$ cat src/rtl/pipe_hazard_ctrl.sv
// Pipeline hazard control: forwarding, load/branch stalls, exception drain FSM.
// Ports: register numbers and control flags in; forward selects, stalls, flushes, status out.
module pipe_hazard_ctrl #(
  parameter int REG_W    = 5,
  parameter int NUM_LONG = 3,
  parameter int WDOG_W   = 16
) (
  input  logic                clk,
  input  logic                rst,
  input  logic [REG_W-1:0]    rsD,
  input  logic [REG_W-1:0]    rtD,
  input  logic [REG_W-1:0]    rsE,
  input  logic [REG_W-1:0]    rtE,
  input  logic [REG_W-1:0]    writeregE,
  input  logic [REG_W-1:0]    writeregM,
  input  logic [REG_W-1:0]    writeregW,
  input  logic                branchD,
  input  logic                jrD,
  input  logic                regwriteE,
  input  logic                memtoregE,
  input  logic                regwriteM,
  input  logic                memtoregM,
  input  logic                regwriteW,
  input  logic [NUM_LONG-1:0] long_req,
  input  logic                is_exceptM,
  output logic                forwardaD,
  output logic                forwardbD,
  output logic [1:0]          forwardaE,
  output logic [1:0]          forwardbE,
  output logic                stallF,
  output logic                stallD,
  output logic                stallE,
  output logic                stallM,
  output logic                stallW,
  output logic                flushF,
  output logic                flushD,
  output logic                flushE,
  output logic                flushM,
  output logic                flushW,
  output logic                longest_stall,
  output logic                except_pending,
  output logic                wdog_timeout
);

  typedef enum logic [1:0] {
    IDLE  = 2'd0,
    DRAIN = 2'd1,
    FLUSH = 2'd2
  } state_t;

  state_t state, nextState;

  logic              longReq;
  logic              lwStall;
  logic              brStall;
  logic              hazard;
  logic              normal;
  logic              stallAll;
  logic              flushAll;
  logic [WDOG_W-1:0] wdogCnt;
  logic              wdogHit;

  logic rsDnz, rtDnz, rsEnz, rtEnz;

  assign rsDnz = (rsD != '0);
  assign rtDnz = (rtD != '0);
  assign rsEnz = (rsE != '0);
  assign rtEnz = (rtE != '0);

  assign forwardaD = rsDnz && (rsD == writeregM) && regwriteM;
  assign forwardbD = rtDnz && (rtD == writeregM) && regwriteM;

  always_comb begin
    forwardaE = 2'b00;
    if (rsEnz && rsE == writeregM && regwriteM)
      forwardaE = 2'b10;
    else if (rsEnz && rsE == writeregW && regwriteW)
      forwardaE = 2'b01;
  end

  always_comb begin
    forwardbE = 2'b00;
    if (rtEnz && rtE == writeregM && regwriteM)
      forwardbE = 2'b10;
    else if (rtEnz && rtE == writeregW && regwriteW)
      forwardbE = 2'b01;
  end

  assign lwStall = memtoregE &&
    ((rsDnz && rsD == rtE) || (rtDnz && rtD == rtE));

  assign brStall = (branchD || jrD) && (
    (regwriteE &&
      ((rsDnz && rsD == writeregE) || (rtDnz && rtD == writeregE))) ||
    (memtoregM &&
      ((rsDnz && rsD == writeregM) || (rtDnz && rtD == writeregM))));

  // Both hazards collapse into one bubble request.
  assign hazard = lwStall | brStall;

  assign longReq       = |long_req;
  assign longest_stall = longReq | (state == DRAIN);
  assign except_pending = (state == DRAIN);

  always_ff @(posedge clk or posedge rst) begin
    if (rst) state <= IDLE;
    else     state <= nextState;
  end

  always_comb begin
    nextState = state;
    normal    = 1'b1;
    stallAll  = 1'b0;
    flushAll  = 1'b0;
    unique case (state)
      IDLE: begin
        if (is_exceptM) begin
          normal = 1'b0;
          if (longReq) begin
            // Cannot flush under an outstanding long op; freeze until it drains.
            stallAll  = 1'b1;
            nextState = DRAIN;
          end else begin
            flushAll = 1'b1;
          end
        end
      end
      DRAIN: begin
        normal   = 1'b0;
        stallAll = 1'b1;
        if (!longReq) nextState = FLUSH;
      end
      FLUSH: begin
        normal    = 1'b0;
        flushAll  = 1'b1;
        nextState = IDLE;
      end
      default: nextState = IDLE;
    endcase
    if (rst) begin
      normal   = 1'b0;
      stallAll = 1'b0;
      flushAll = 1'b1;
    end
  end

  assign stallD = stallAll | (normal & (hazard | longest_stall));
  assign stallF = stallD;
  assign stallE = stallAll | (normal & longest_stall);
  assign stallM = stallE;
  assign stallW = stallE;

  assign flushF = flushAll;
  assign flushD = flushAll;
  assign flushE = flushAll | (normal & hazard & ~longest_stall);
  assign flushM = flushAll;
  assign flushW = flushAll;

  assign wdogHit = (wdogCnt == {WDOG_W{1'b1}});

  always_ff @(posedge clk or posedge rst) begin
    if (rst) begin
      wdogCnt      <= '0;
      wdog_timeout <= 1'b0;
    end else begin
      if (wdogHit) wdog_timeout <= 1'b1;
      if (!longest_stall)
        wdogCnt <= '0;
      else if (!wdogHit)
        wdogCnt <= wdogCnt + 1'b1;
    end
  end

endmodule
$ cat config.mk
export PLATFORM = sky130hd
export DESIGN_NAME = pipe_hazard_ctrl
export DESIGN_NICKNAME = d
export VERILOG_FILES = /design/src/rtl/pipe_hazard_ctrl.sv
export SDC_FILE = /design/constraint.sdc
export NUM_CORES = 1
export LEC_CHECK = 0
export CORE_MARGIN = 2
export CORE_UTILIZATION = 40
export CTS_CLUSTER_DIAMETER = 40
export DETAILED_ROUTE_END_ITERATION = 8
export PLACE_DENSITY = 0.82
export SLEW_MARGIN = 20
export SYNTH_ARGS = -nofsm -noshare
export SYNTH_HDL_FRONTEND = slang
export SYNTH_SLANG_ARGS = --single-unit
$ cat constraint.sdc
create_clock -name clk -period 2.3 [get_ports clk]
set_input_delay 0.46 -clock clk [delete_from_list [all_inputs] [get_ports clk]]
set_output_delay 0.46 -clock clk [all_outputs]
set_load 0.02 [all_outputs]
==> impl_results.rst, run 1 <==
.. list-table::
   :header-rows: 1

   * - Metric
     - Value
   * - Status
     - finished, violations left
   * - Failing checks
     - setup timing
   * - Cell count after synthesis
     - 203
   * - Cell chain of the critical path
     - buf_6 > or4_4 > nor2_4 > nor4_2 > o221a_4 > o41ai_2 > o211ai_1 > buf_4
   * - Flop pwr share
     - between 30% and 40%
   * - Fraction of power consumed by the clock network
     - 18.3%
   * - Worst setup skew after layout
     - 2.88 ps
   * - Post-route cell area
     - 2980 µm²
   * - Internal reg-to-reg setup slack
     - 470 ps
   * - Setup repair after global routing missed its margin
     - yes
   * - Gp weighted congestion
     - 0.859
   * - Family with the most delay on the worst path
     - compound AO/OA/AOI/OAI gates
   * - Final hold slack
     - 482 ps
   * - Register Area
     - 475 µm²
   * - Total Power Consumption
     - 1240 µW
   * - Switching fraction of total power
     - 34.9%
   * - Min Tclk post-route
     - between 2000 and 3000 ps
   * - Async set-or-reset flop fraction in the synthesized netlist
     - 100%
   * - Clock insertion delay at the later pin of the skew report
     - 250 ps
   * - Most frequent cell after synthesis
     - xnor2_1
   * - Max incr delay on CP
     - 540 ps
   * - Cell types occupying the most area after synthesis
     - dfrtp_1 27%, xnor2_1 18%, xor2_1 14%
   * - Worst endpoint data arrival time
     - between 2000 and 2500 ps
   * - Register area share after synthesis
     - 27.5%
   * - Number of nets still failing antenna checks after routing
     - 0
   * - Start-to-end type of the worst setup path
     - in -> out
   * - Ports
     - between 60 and 70
   * - # fillers
     - 290
   * - Final worst setup slack
     - -382 ps
   * - Post-placement cell area
     - ~2800 µm²
   * - Core region area
     - a little over 4000 µm²
   * - Count of unresolved DRC violations after routing
     - 0
   * - Fraction of final layout cells with drive strength greater than 1
     - 41.3%
   * - Fraction of power consumed by combinational cells
     - 42.1%
   * - Clock transition at path regs
     - 70 ps
   * - Total Die Area
     - 4870 µm²
   * - First drt pass iteration count
     - 4
   * - Remaining Overflow, GRT
     - 0
   * - Period Utilization, post-route
     - 117%
   * - Final count of hold timing violations
     - 0
   * - Average cell area after synthesis
     - 8.52 µm²
   * - TritonCTS clock tree
     - built
   * - Leakage
     - approximately 0.0013 µW
   * - Global-route wire length before repair
     - 8.92 mm
   * - Tightest Pin Transition
     - 406 ps
   * - Half-perimeter wire length after placement
     - slightly below 4 mm
   * - Routed vias
     - between 1500 and 2000
   * - Unique cell type count in the Yosys netlist
     - 31
   * - Cell at the slowest stage of the critical path
     - or4_4
   * - Mapped Nets
     - 252
   * - List of most frequent post-synthesis cells
     - 36 x xnor2_1, 28 x xor2_1, 23 x nor2_1
   * - Antenna violations before repair
     - 0
   * - Cell internal power dissipation
     - a little over 800 µW
   * - Number of violations reported at the end of detailed-routing iteration 0
     - about 130
   * - Flip-flop and latch count after synthesis
     - 19
   * - Synth top area share
     - ~27%
   * - Startpoint class of the critical path
     - primary input
   * - Placed cell count
     - 352
   * - Worst hold path class
     - reg -> reg
   * - Net count reported at finish
     - approximately 370
   * - Number of buffers and inverters on the critical path
     - 2
   * - Horiz. Die Dim
     - 69.8 µm
   * - Starting utilization of the core area
     - 42.3%
   * - Switching pwr
     - ~430 µW
   * - Post-synth EDFFs
     - 0
   * - Worst IR Drop VDD
     - 0.000164 V
   * - Clock Sinks
     - 19
   * - Area of the mapped netlist
     - 1730 µm²
   * - Final cell count without fillers
     - 367
   * - Pin count of the biggest net entering global routing
     - 20
   * - Overall die height
     - 69.8 µm
   * - Most used flip-flop cell after synthesis
     - dfrtp_1
   * - # port buffers
     - 66
   * - Critical path fanouts, max
     - 3
   * - Area Growth Syn to Fin
     - 72.6%
   * - Crit path capture type
     - output pin
   * - Max-cap violations
     - 0
   * - Yosys warning count
     - 0
   * - Clock root buffer
     - clkbuf_8
   * - Row count
     - 23
   * - Number of setup violations in the final report
     - 3
   * - Deepest clock path buffer count
     - 2
   * - Antenna Diode Count
     - 0
   * - Max-slew headroom at the worst pin
     - around 73%
   * - Number of levels in the clock H-tree
     - 1
   * - Ratio of routed vias to standard cells
     - around 5.1
   * - Inserted Clock Buffers
     - 3
   * - Cell taking the most area after synthesis
     - dfrtp_1
   * - CP required
     - around 1800 ps
   * - Power per cell area
     - 416 nW/µm²
   * - Final routed wirelength across all metal layers
     - between 5 and 6 mm
   * - Vias in the first global route
     - 1989
   * - Pins over their slew limit
     - 0
   * - Multi-input gate area in the final layout
     - approximately 1400 µm²
   * - DR WL/cell
     - ~14 µm
   * - Top achievable clock speed
     - 373 MHz
   * - Setup tns final
     - -1000 ps
   * - Total global-route track usage
     - between 20 and 25%
==> timing repair <==
item,CTS,global route
setup buffers,13,1
hold buffers,0,0
setup endpoints to repair,17,10
pin swaps,26,16
gates resized for setup,170,24
==> through the flow <==
| stage | util [%] | setup slack (ps) |
|---|---|---|
| finish | 73.0 | -382 |
| floorplan | - | -117 |
| CTS | 72.9 | -393 |
| global placement | 67.8 | -994 |
| detailed placement | 67.8 | -1080 |
| global route | 73.0 | -432 |
==> worst reg2reg max path, cell delays in order, from the launching register on <==
cell and delay, ps:
dfrtp_1 410, nand4_1 150, nor3_1 390, nand2_1 320, nand4_1 200, xor2_1 180, nor2_1 60
==> cells by family (layout without fill, tap and decap cells) <==
kind of cell	after synthesis	in the layout	share of synthesized area, %
muxes	2	2	1.16
DFF	19	19	27.5
adders and majority gates	1	1	0.723
AOI/OAI and AO/OA	12	12	6.80
xor gates and xnor gates	64	64	32.4
and+or+nand+nor	88	88	26.4
buffers and inverters	17	131	4.99
==> cells in the final DEF, fill, tap and decap left out, types with 3 or more instances in the layout <==
master           count
clkbuf_2             8
nand4_1             11
buf_2               10
clkdlybuf4s15_2      7
and3_1               3
nor4_4               3
dfrtp_1             19
xnor2_2              4
xor2_1              28
nand2_1             10
clkbuf_8             3
xnor2_1             32
buf_6               11
inv_1                4
dlygate4sd2_1       11
nor2_4               5
nand3_1             12
or4_4                4
nor2_1              20
clkdlybuf4s50_1     17
buf_4               56
nor4_2               8
==> flip-flops by register name, summed over array words and instances (netlist names) <==
| signal | count |
|---|---|
| wdogCnt | 16 |
| state | 2 |
| wdog_timeout | 1 |
==> final cells by class <==
| class | instances | area share [%] |
|---|---|---|
| clock buffers | 3 | 1.38 |
| inverters | 4 | 0.503 |
| repair buffers | 123 | 34.1 |
| clock inverters | 1 | 0.168 |
| well taps | 50 | 2.10 |
| multi-input cells | 167 | 45.8 |
| flip-flops and latches | 19 | 15.9 |
==> power groups by stage <==
stage / Clock (µW) / Combinational [µW] / Sequential, µW
final: 227 / 524 / 492
after global routing: 245 / 582 / 506
after CTS: 235 / 515 / 489
after detailed placement: 0 / 504 / 492
after global placement: 0 / 488 / 490
after floorplan: 0 / 276 / 477
==> final timing paths <==
kind,to,startpoint,depth (start not counted)
worst max-delay path,flushE,rsD[4],8
worst min-delay path,wdog_timeout$_DFFE_PP0N_,wdog_timeout$_DFFE_PP0N_,1
worst max register to register,wdogCnt[3]$_DFFE_PP0P_,wdogCnt[7]$_DFFE_PP0P_,6
worst min register to register,wdog_timeout$_DFFE_PP0N_,wdog_timeout$_DFFE_PP0N_,1
max in group asynchronous,wdogCnt[6]$_DFFE_PP0P_,rst,3
min in group asynchronous,wdogCnt[1]$_DFFE_PP0P_,rst,3
==> per-layer routing <==
metal  routed length (µm)  up-vias  GRT usage, %
li1                     -      924             -
met1                 2110      851          27.5
met2                 2590       73          39.0
met3                  322        8          3.05
met4                   58        0          5.13
met5                    0        -             0
No activity file was read; power rests on OpenSTA's default activity.
==> inputs of run 2 (changes only) <==
--- a/config.mk
+++ b/config.mk
@@ -10,7 +10,7 @@
 export CTS_CLUSTER_DIAMETER = 40
 export DETAILED_ROUTE_END_ITERATION = 8
 export PLACE_DENSITY = 0.82
-export SLEW_MARGIN = 20
+export SLEW_MARGIN = 15
 export SYNTH_ARGS = -nofsm -noshare
 export SYNTH_HDL_FRONTEND = slang
 export SYNTH_SLANG_ARGS = --single-unit
==> results of run 2 <==
Same layout as run 1: the final DEF is identical, and so are final timing and power.
==> inputs of run 3 (changes only) <==
--- a/config.mk
+++ b/config.mk
@@ -5,11 +5,12 @@
 export SDC_FILE = /design/constraint.sdc
 export NUM_CORES = 1
 export LEC_CHECK = 0
+export ABC_CLOCK_PERIOD_IN_PS = 2890
 export CORE_MARGIN = 2
-export CORE_UTILIZATION = 40
+export CORE_UTILIZATION = 44
 export CTS_CLUSTER_DIAMETER = 40
 export DETAILED_ROUTE_END_ITERATION = 8
-export PLACE_DENSITY = 0.82
+export PLACE_DENSITY_LB_ADDON = 0.12
 export SLEW_MARGIN = 15
 export SYNTH_ARGS = -nofsm -noshare
 export SYNTH_HDL_FRONTEND = slang
==> constraint.sdc (replaced) <==
create_clock -name clk -period 2.89 [get_ports clk]
set_input_delay 0.578 -clock clk [delete_from_list [all_inputs] [get_ports clk]]
set_output_delay 0.578 -clock clk [all_outputs]
set_load 0.02 [all_outputs]
==> impl_results.rst, run 3 (synthesis results as in run 1) <==
.. list-table::
   :header-rows: 1

   * - Metric
     - Value
   * - Status
     - finished, violations left
   * - Failing checks
     - setup timing
   * - Flop pwr share
     - about two fifths
   * - Number of violations reported at the end of detailed-routing iteration 0
     - 105
   * - DR WL/cell
     - about 15 µm
   * - Starting utilization of the core area
     - between 40% and 50%
   * - Remaining Overflow, GRT
     - 0
   * - Total Die Area
     - 4450 µm²
   * - Count of unresolved DRC violations after routing
     - 0
   * - Setup repair after global routing missed its margin
     - yes
   * - Power per cell area
     - 350 nW/µm²
   * - Min Tclk post-route
     - around 3000 ps
   * - Switching fraction of total power
     - 35.6%
   * - Placed cell count
     - approximately 350
   * - Number of setup violations in the final report
     - 4
   * - Net count reported at finish
     - ~360
   * - Worst setup skew after layout
     - 1.64 ps
   * - Top achievable clock speed
     - 340 MHz
   * - Clock transition at path regs
     - ~70 ps
   * - Area Growth Syn to Fin
     - 63.2%
   * - Tightest Pin Transition
     - just over 400 ps
   * - Routed vias
     - between 1500 and 2000
   * - Final cell count without fillers
     - 353
   * - First drt pass iteration count
     - 4
   * - Vias in the first global route
     - 1941
   * - Max-slew headroom at the worst pin
     - 72.2%
   * - Antenna Diode Count
     - 0
   * - Row count
     - 22
   * - Switching pwr
     - 351 µW
   * - Pin count of the biggest net entering global routing
     - 20
   * - Final design utilization
     - 76.0%
   * - Start-to-end type of the worst setup path
     - in -> out
   * - Top library cells by usage in the layout, fill and taps aside
     - 44 x buf_4, 36 x xnor2_1, 28 x xor2_1, 28 x clkdlybuf4s50_1, 21 x nor2_1
   * - Inserted Clock Buffers
     - 3
   * - Worst IR Drop VDD
     - 0.000177 V
   * - TritonCTS clock tree
     - built
   * - Number of nets still failing antenna checks after routing
     - 0
   * - Post-CTS Hold Buffers
     - 0
   * - Ports
     - 67
   * - Critical path fanouts, max
     - 3
   * - Fraction of power consumed by combinational cells
     - between 40% and 50%
   * - Final hold slack
     - roughly 460 ps
   * - Gp weighted congestion
     - approximately 0.78
   * - Final count of hold timing violations
     - 0
   * - Period Utilization, post-route
     - 102%
   * - Global-route wire length before repair
     - about 8.7 mm
   * - # port buffers
     - 66
   * - Largest registers in the final layout
     - wdogCnt x16, state x2, wdog_timeout x1
   * - Horiz. Die Dim
     - 66.7 µm
   * - Clock Sinks
     - 19
   * - Worst endpoint data arrival time
     - ~2400 ps
   * - Leakage
     - 0.00126 µW
   * - Half-perimeter wire length after placement
     - 4.09 mm
   * - Crit path capture type
     - output pin
   * - Fraction of power consumed by the clock network
     - between 10% and 20%
   * - Worst hold path class
     - reg -> reg
   * - Clock root buffer
     - clkbuf_8
   * - Cell internal power dissipation
     - ~640 µW
   * - Flip-flop count of the largest register, all copies and words added
     - 16
   * - Final worst setup slack
     - -54.8 ps
   * - Number of levels in the clock H-tree
     - 1
   * - Fraction of final layout cells with drive strength greater than 1
     - 28.2%
   * - Pins over their slew limit
     - 0
   * - CP required
     - ~2300 ps
   * - Startpoint class of the critical path
     - primary input
   * - Register name with the most flops
     - wdogCnt
   * - Max-cap violations
     - 0
   * - Core region area
     - 3720 µm²
   * - Overall die height
     - 66.7 µm
   * - Clock insertion delay at the later pin of the skew report
     - 250 ps
   * - Antenna violations before repair
     - 0
   * - Leading cell type in the layout, fill and taps excluded
     - buf_4
   * - Ratio of routed vias to standard cells
     - 5.20
   * - Total global-route track usage
     - 25.0%
   * - Final routed wirelength across all metal layers
     - 5.37 mm
   * - Deepest clock path buffer count
     - 2
==> run 3: changes by cell type in the layout (fill, tap and decap cells not counted), moves of 3 or more <==
cell             change
nor2_4               -3
buf_6                -6
dlymetal6s2s_1       +5
buf_4               -12
dlygate4sd2_1        +6
xnor2_1              +4
clkdlybuf4s50_1     +11
clkbuf_2             -7
xnor2_2              -4
clkdlybuf4s15_2      -7
==> run 3: worst paths after layout <==
| kind | slack, ps | cells after the start | from | to |
|---|---|---|---|---|
| setup reg to reg | 940 | 6 | wdogCnt[0]$_DFFE_PP0P_ | wdogCnt[8]$_DFFE_PP0P_ |
| setup / recovery | -50 | 9 | rtD[2] | flushE |
| hold / removal | 460 | 1 | wdog_timeout$_DFFE_PP0N_ | wdog_timeout$_DFFE_PP0N_ |
| max in group asynchronous | 1900 | 3 | rst | wdogCnt[13]$_DFFE_PP0P_ |
| hold reg to reg | 460 | 1 | wdog_timeout$_DFFE_PP0N_ | wdog_timeout$_DFFE_PP0N_ |
| min in group asynchronous | 790 | 3 | rst | state[0]$_DFFE_PP0P_ |
==> run 3: critical path, cell delays in order <==
cell	delay, ps
buf_2	110
or4_4	520
nor2_4	140
nor4_2	70
o21a_2	250
buf_6	120
o41ai_2	270
o211ai_1	130
buf_4	180
==> run 3: repair_timing <==
action / CTS / global route
gates resized for setup: 92 / 16
hold endpoints to repair: 0 / 0
pin swaps: 19 / 8
setup buffers: 3 / 1
setup endpoints to repair: 12 / 11
==> run 3: through the flow <==
step	worst slack [ps]	power [µW]	TNS, ps	area (µm²)
after global placement	-635	772	-4030	2690
after detailed placement	-676	793	-4220	2690
after global routing	-131	1050	-512	2820
final	-54.8	988	-129	2820
after floorplan	63.8	595	0	1730
after CTS	-68.3	975	-68.3	2760
==> run 3: metal layers <==
layer,part of all wire [%],GRT usage (%)
met5,0,0
met2,52,45.9
met3,4.8,3.89
met1,43,31.3
met4,0.87,3.32
==> run 3: final cells by class <==
type / instances / area, µm²
flip-flops and latches: 19 / 475
inverters: 4 / 15.0
repair buffers: 111 / 951
fillers: 269 / 893
multi-input cells: 167 / 1280
clock buffers: 4 / 45.0
well taps: 48 / 60.1
==> run 3: power by group through the flow <==
stage	Sequential (µW)	Clock (µW)	Combinational, µW
2_1_floorplan	380	0	215
3_3_place_gp	392	0	380
3_5_place_dp	399	0	394
4_1_cts	394	186	395
5_1_grt	404	202	449
6_report	399	183	406
